[src/rtl/seq_divider_64by32.sv]
// Sequential 2N-by-N unsigned restoring divider: one quotient bit per clock.
// Divide-by-zero and quotient overflow are flagged one cycle after acceptance.
module seq_divider_64by32 #(
  parameter int size = 32
) (
  input  logic              clk,
  input  logic              rst_n,
  input  logic              start,
  input  logic [2*size-1:0] a,
  input  logic [size-1:0]   b,
  output logic              busy,
  output logic              done,
  output logic [size-1:0]   q,
  output logic [size-1:0]   r,
  output logic              div_by_zero,
  output logic              overflow
);

  localparam logic [0:0] IDLE = 1'b0;
  localparam logic [0:0] RUN  = 1'b1;
  localparam int         CW   = $clog2(size);

  logic [0:0]      state_q, state_d;
  logic            busy_q, busy_d;
  logic            done_q, done_d;
  logic            err_dbz_q, err_dbz_d;
  logic [size:0]   rem_q, rem_d;
  logic [size-1:0] shr_q, shr_d;
  logic [size-1:0] div_q, div_d;
  logic [size-1:0] q_q, q_d;
  logic [size-1:0] r_q, r_d;
  logic            dbz_q, dbz_d;
  logic            ovf_q, ovf_d;
  logic [CW-1:0]   cnt_q, cnt_d;

  logic [size:0]   rem_sh, rem_sub, rem_nx;
  logic            take;

  // Partial remainder stays below the divisor, so the shifted value fits in size+1 bits.
  assign rem_sh  = {rem_q[size-1:0], shr_q[size-1]};
  assign rem_sub = rem_sh - {1'b0, div_q};
  assign take    = (rem_sh >= {1'b0, div_q});
  assign rem_nx  = take ? rem_sub : rem_sh;

  always_comb begin
    state_d   = state_q;
    busy_d    = busy_q;
    done_d    = 1'b0;
    err_dbz_d = err_dbz_q;
    rem_d     = rem_q;
    shr_d     = shr_q;
    div_d     = div_q;
    q_d       = q_q;
    r_d       = r_q;
    dbz_d     = dbz_q;
    ovf_d     = ovf_q;
    cnt_d     = cnt_q;
    case (state_q)
      IDLE: begin
        if (busy_q) begin
          // Error result from the previous accept; shr_q still holds a[size-1:0].
          done_d = 1'b1;
          busy_d = 1'b0;
          q_d    = '1;
          r_d    = err_dbz_q ? shr_q : '0;
          dbz_d  = err_dbz_q;
          ovf_d  = !err_dbz_q;
        end else if (start) begin
          busy_d = 1'b1;
          div_d  = b;
          shr_d  = a[size-1:0];
          rem_d  = {1'b0, a[2*size-1:size]};
          cnt_d  = '0;
          if (b == '0)
            err_dbz_d = 1'b1;
          else if (a[2*size-1:size] >= b)
            err_dbz_d = 1'b0;
          else
            state_d = RUN;
        end
      end
      RUN: begin
        rem_d = rem_nx;
        shr_d = {shr_q[size-2:0], take};
        cnt_d = cnt_q + CW'(1);
        if (cnt_q == CW'(size-1)) begin
          state_d = IDLE;
          busy_d  = 1'b0;
          done_d  = 1'b1;
          q_d     = {shr_q[size-2:0], take};
          r_d     = rem_nx[size-1:0];
          dbz_d   = 1'b0;
          ovf_d   = 1'b0;
          cnt_d   = '0;
        end
      end
      default: state_d = IDLE;
    endcase
  end

  always_ff @(posedge clk or negedge rst_n) begin
    if (!rst_n) begin
      state_q   <= IDLE;
      busy_q    <= 1'b0;
      done_q    <= 1'b0;
      err_dbz_q <= 1'b0;
      rem_q     <= '0;
      shr_q     <= '0;
      div_q     <= '0;
      q_q       <= '0;
      r_q       <= '0;
      dbz_q     <= 1'b0;
      ovf_q     <= 1'b0;
      cnt_q     <= '0;
    end else begin
      state_q   <= state_d;
      busy_q    <= busy_d;
      done_q    <= done_d;
      err_dbz_q <= err_dbz_d;
      rem_q     <= rem_d;
      shr_q     <= shr_d;
      div_q     <= div_d;
      q_q       <= q_d;
      r_q       <= r_d;
      dbz_q     <= dbz_d;
      ovf_q     <= ovf_d;
      cnt_q     <= cnt_d;
    end
  end

  assign busy        = busy_q;
  assign done        = done_q;
  assign q           = q_q;
  assign r           = r_q;
  assign div_by_zero = dbz_q;
  assign overflow    = ovf_q;

endmodule
[config.mk]
export PLATFORM = sky130hd
export DESIGN_NAME = seq_divider_64by32
export DESIGN_NICKNAME = d
export VERILOG_FILES = /design/src/rtl/seq_divider_64by32.sv
export SDC_FILE = /design/constraint.sdc
export NUM_CORES = 1
export LEC_CHECK = 0
export ABC_CLOCK_PERIOD_IN_PS = 3900
export CAP_MARGIN = 10
export CORE_UTILIZATION = 55
export CTS_BUF_LIST = sky130_fd_sc_hd__clkbuf_8
export CTS_CLUSTER_SIZE = 20
export DETAILED_ROUTE_END_ITERATION = 10
export GPL_ROUTABILITY_DRIVEN = 0
export PLACE_DENSITY = 0.87
export SLEW_MARGIN = 30
export SYNTH_ARGS = -nofsm -noshare
export SYNTH_HDL_FRONTEND = slang
export SYNTH_SLANG_ARGS = --single-unit
export TNS_END_PERCENT = 5
[constraint.sdc]
create_clock -name clk -period 3.9 [get_ports clk]
set_clock_uncertainty 0.05 [all_clocks]
set_input_delay 0.585 -clock clk [delete_from_list [all_inputs] [get_ports clk]]
set_output_delay 0.585 -clock clk [all_outputs]
set_load 0.005 [all_outputs]
==> impl_metrics.ini <==
[route]
firstDrtPassIters = 6
viasPerCell = 6.231
remaining_drc_errors = 0
post_drt_wl_per_cell_um = 19.41
drtIter0Drc = 1092
ant_nets = 0
drt-total-wl_um = 28880
vias = 9272

[grt]
grt_pass1_wl_um = 45990
grt_max_degree = 71
grt_use_total_pct = 32.09
antenna_found_initial = 0
globalRouteOverflowTotal = 0
grt_pass1_vias = 8878

[cts]
cts_resized = 0
tritoncts = yes
cts-root-buf = clkbuf_8
cts_hold_buf = 0
htreeDepth = 4
clk_pin_slew_ns = 0.10
cts_buffers = 17
insertion_delay_ns = 0.48
clockBufferDepth = 2
clock_sink_count = 171
postCtsSetupBuffers = 0

[sta]
period_minus_slack_ns = 3.654
rsz0062_at_grt = false
fmax_mhz = 273.7
finalMaxSlewViolations = 0
hold_viol = 0
tightest_slew_ns = 0.8323
setup-tns-final_ns = 0
period_share_pct = 93.69
setup-violations-final = 0
hold-worst-slack_ns = 0.04106
slew_headroom_pct = 44.51

[logic_synthesis]
synth_edf_count = 0
async_flop_share_pct = 100.0
yosysUniqueCellTypes = 63
yosysSeqAreaShare_pct = 42.76
synthFlopType = dfrtp_1
syn_inst = 1117
netlist_area_um2 = 10010
yosys_warnings = 0
syn_nets = 1283
syn_area_per_cell_um2 = 8.960
ys_ff_latch = 171

[job]
drv_cap = 0

[worst_setup_path]
crit_slowest_cell = o21ai_0
crit_required_ns = 4.18
worst_ep_arrival_time_ns = 3.94
cp_top_family = compound AO/OA/AOI/OAI gates
r2r_cells = 10
crit_type = register to register
reg2reg_setup_slack_ns = 0.25
r2r-end = r[11]$_DFFE_PN0P_
cpMostUsedCell = o21ai_0
worstReg2RegStart = rem_q[1]$_DFFE_PN0P_
endpoint_kind = register
slowest_delay_ns = 0.43
path_depth = 10
crit_path_max_fanout = 29
worst_setup_path_start_kind = register
crit_start = rem_q[1]$_DFFE_PN0P_
worst-path-buf-inv = 1
path_cells = ha_1 -> a21oi_1 -> a21oi_1 -> o21ai_0 -> a211oi_1 -> o311ai_2 -> nand2_2 -> buf_12 -> o21ai_0 -> o21ai_0
cp-endpoint = r[11]$_DFFE_PN0P_

[layout]
drive_above_1_share_pct = 5.067
stdcell_count = 1488
fill_cells = 1330
areaGrowthSynthToFinish_pct = 21.75
n_antenna_cell = 0
layout.nets = 1416

[worst_hold_path]
min_path_type = input port to asynchronous set/reset pin

[floorplan]
dieWidth_um = 136.9
num_rows = 48
initial_utilization_pct = 57.07
ios = 167
die_y_um = 136.9
dieArea_um2 = 18740
core_area_um2 = 17540

[run_status]
status = complete, no violations

[place]
hpwl_um = 21160
port_buffers = 166
dp.cells = 1456

[power_and_ir_drop]
p_per_area_nw_per_um2 = 925.1
leakagePower_uw = 0.005525
irDropWorstVdd_uv = 460.0
## Yosys cell counts, drive strengths merged (2+ instances only)
cell type	n	area, µm²
o31ai	4	30.03
nand4	16	100.1
or4	2	18.77
nor2	40	150.1
nor4	11	83.83
a31oi	11	68.82
and2	3	21.27
ha	66	825.8
nand2b	6	37.54
o31a	2	17.52
o221ai	2	17.52
nor2b	8	50.05
inv	72	270.3
dfrtp	171	4279
o21bai	2	15.01
mux2i	46	460.4
a21o	20	150.1
and3	36	232.7
clkbuf	53	198.9
o21a	4	30.03
buf	14	93.84
nor3	9	45.04
or3	2	12.51
o311ai	3	33.79
nand2	175	666.9
o22ai	2	12.51
a221oi	4	35.03
a21oi	82	414.2
a211oi	6	45.04
nand3	13	65.06
a22oi	21	157.7
o22a	31	271.5
o21ai	132	660.6
xor2	16	140.1
a32o	2	20.02
nand3b	2	15.01
o211ai	5	37.54
xnor2	12	105.1
a2111oi	2	23.77
## state kept, by name, summed over array words and instances (netlist names)
name and count:
overflow 1, done 1, cnt_q 5, shr_q 32, div_by_zero 1, q 32
busy 1, err_dbz_q 1, state_q 1, rem_q 32, r 32, div_q 32
## where the power goes
group	internal (µW)	switching [µW]	total, µW
logic	2890	3830	6730
registers	2620	694	3310
clock network	518	717	1230
## layout by cell type, fill, tap and decap left out, types with 14 or more instances in the layout
cell             Yosys  layout
o22a_1              31      31
nor2_1              40      38
a21oi_1             81      81
clkbuf_8             0      17
and3_1              33      33
a22oi_1             21      21
o21ai_0            126     126
inv_1               72      74
nand4_1             16      16
clkdlybuf4s50_1      0     165
mux2i_1             46      46
nand2_1            173     172
ha_1                66      66
buf_4                1      14
dfrtp_1            171     170
xor2_1              16      16
a21o_1              20      20
## final cells by class
cell class | instances | area (µm²) | area share [%]
clock buffers | 17 | 234.0 | 1.920
inverters | 72 | 270.3 | 2.218
well taps | 225 | 281.5 | 2.310
clock inverters | 15 | 140.1 | 1.150
repair buffers | 181 | 1788 | 14.67
multi-input cells | 807 | 5191 | 42.60
flip-flops and latches | 171 | 4280 | 35.13
## kinds of logic (layout without fill, tap and decap cells)
| kind of cell | Yosys count | count (layout) | share of synthesized area [%] |
|---|---|---|---|
| adders and majority gates | 67 | 67 | 8.451 |
| muxes | 47 | 47 | 4.713 |
| buffers and inverters | 139 | 285 | 5.626 |
| AOI/OAI and AO/OA | 341 | 341 | 20.94 |
| and+or+nand+nor | 324 | 324 | 15.06 |
| DFF | 171 | 171 | 42.76 |
| xor gates and xnor gates | 28 | 28 | 2.450 |
## worst min path at each step
stage                        end  slack, ns  cells after the start
2_1_floorplan   busy$_DFFE_PN0P_       0.24                      0
3_3_place_gp   q[30]$_DFFE_PN0P_       0.42                      1
3_5_place_dp   q[17]$_DFFE_PN0P_       0.43                      1
4_1_cts        q[28]$_DFFE_PN0P_       0.06                      1
5_1_grt        q[28]$_DFFE_PN0P_       0.09                      1
6_report       q[28]$_DFFE_PN0P_       0.04                      1
## worst register-to-register path: stages (launching register included)
cell and delay (ns):
dfrtp_1 0.41, ha_1 0.40, a21oi_1 0.25, a21oi_1 0.17, o21ai_0 0.39, a211oi_1 0.22, o311ai_2 0.34, nand2_2 0.36
buf_12 0.30, o21ai_0 0.44, o21ai_0 0.16
## routing by layer
layer	up-vias	track usage (%)	routed length [µm]
met5	-	0	0
li1	4224	-	-
met1	4447	41.63	11450
met4	0	14.84	1124
met3	98	5.259	2403
met2	503	52.71	13900
## metrics by stage
stage / power (µW) / util, % / cell area [µm²] / setup slack (ns)
final: 11270 / 69.48 / 12190 / 0.2462
after global routing: 12030 / 69.48 / 12190 / 0.1168
after CTS: 11130 / 69.48 / 12190 / 0.4032
after detailed placement: 9857 / 67.35 / 11810 / 0.4690
after global placement: 9625 / 67.32 / 11810 / 0.4792
after floorplan: 7670 / - / 10010 / 0.8953
(Power assumes the default switching activity.)
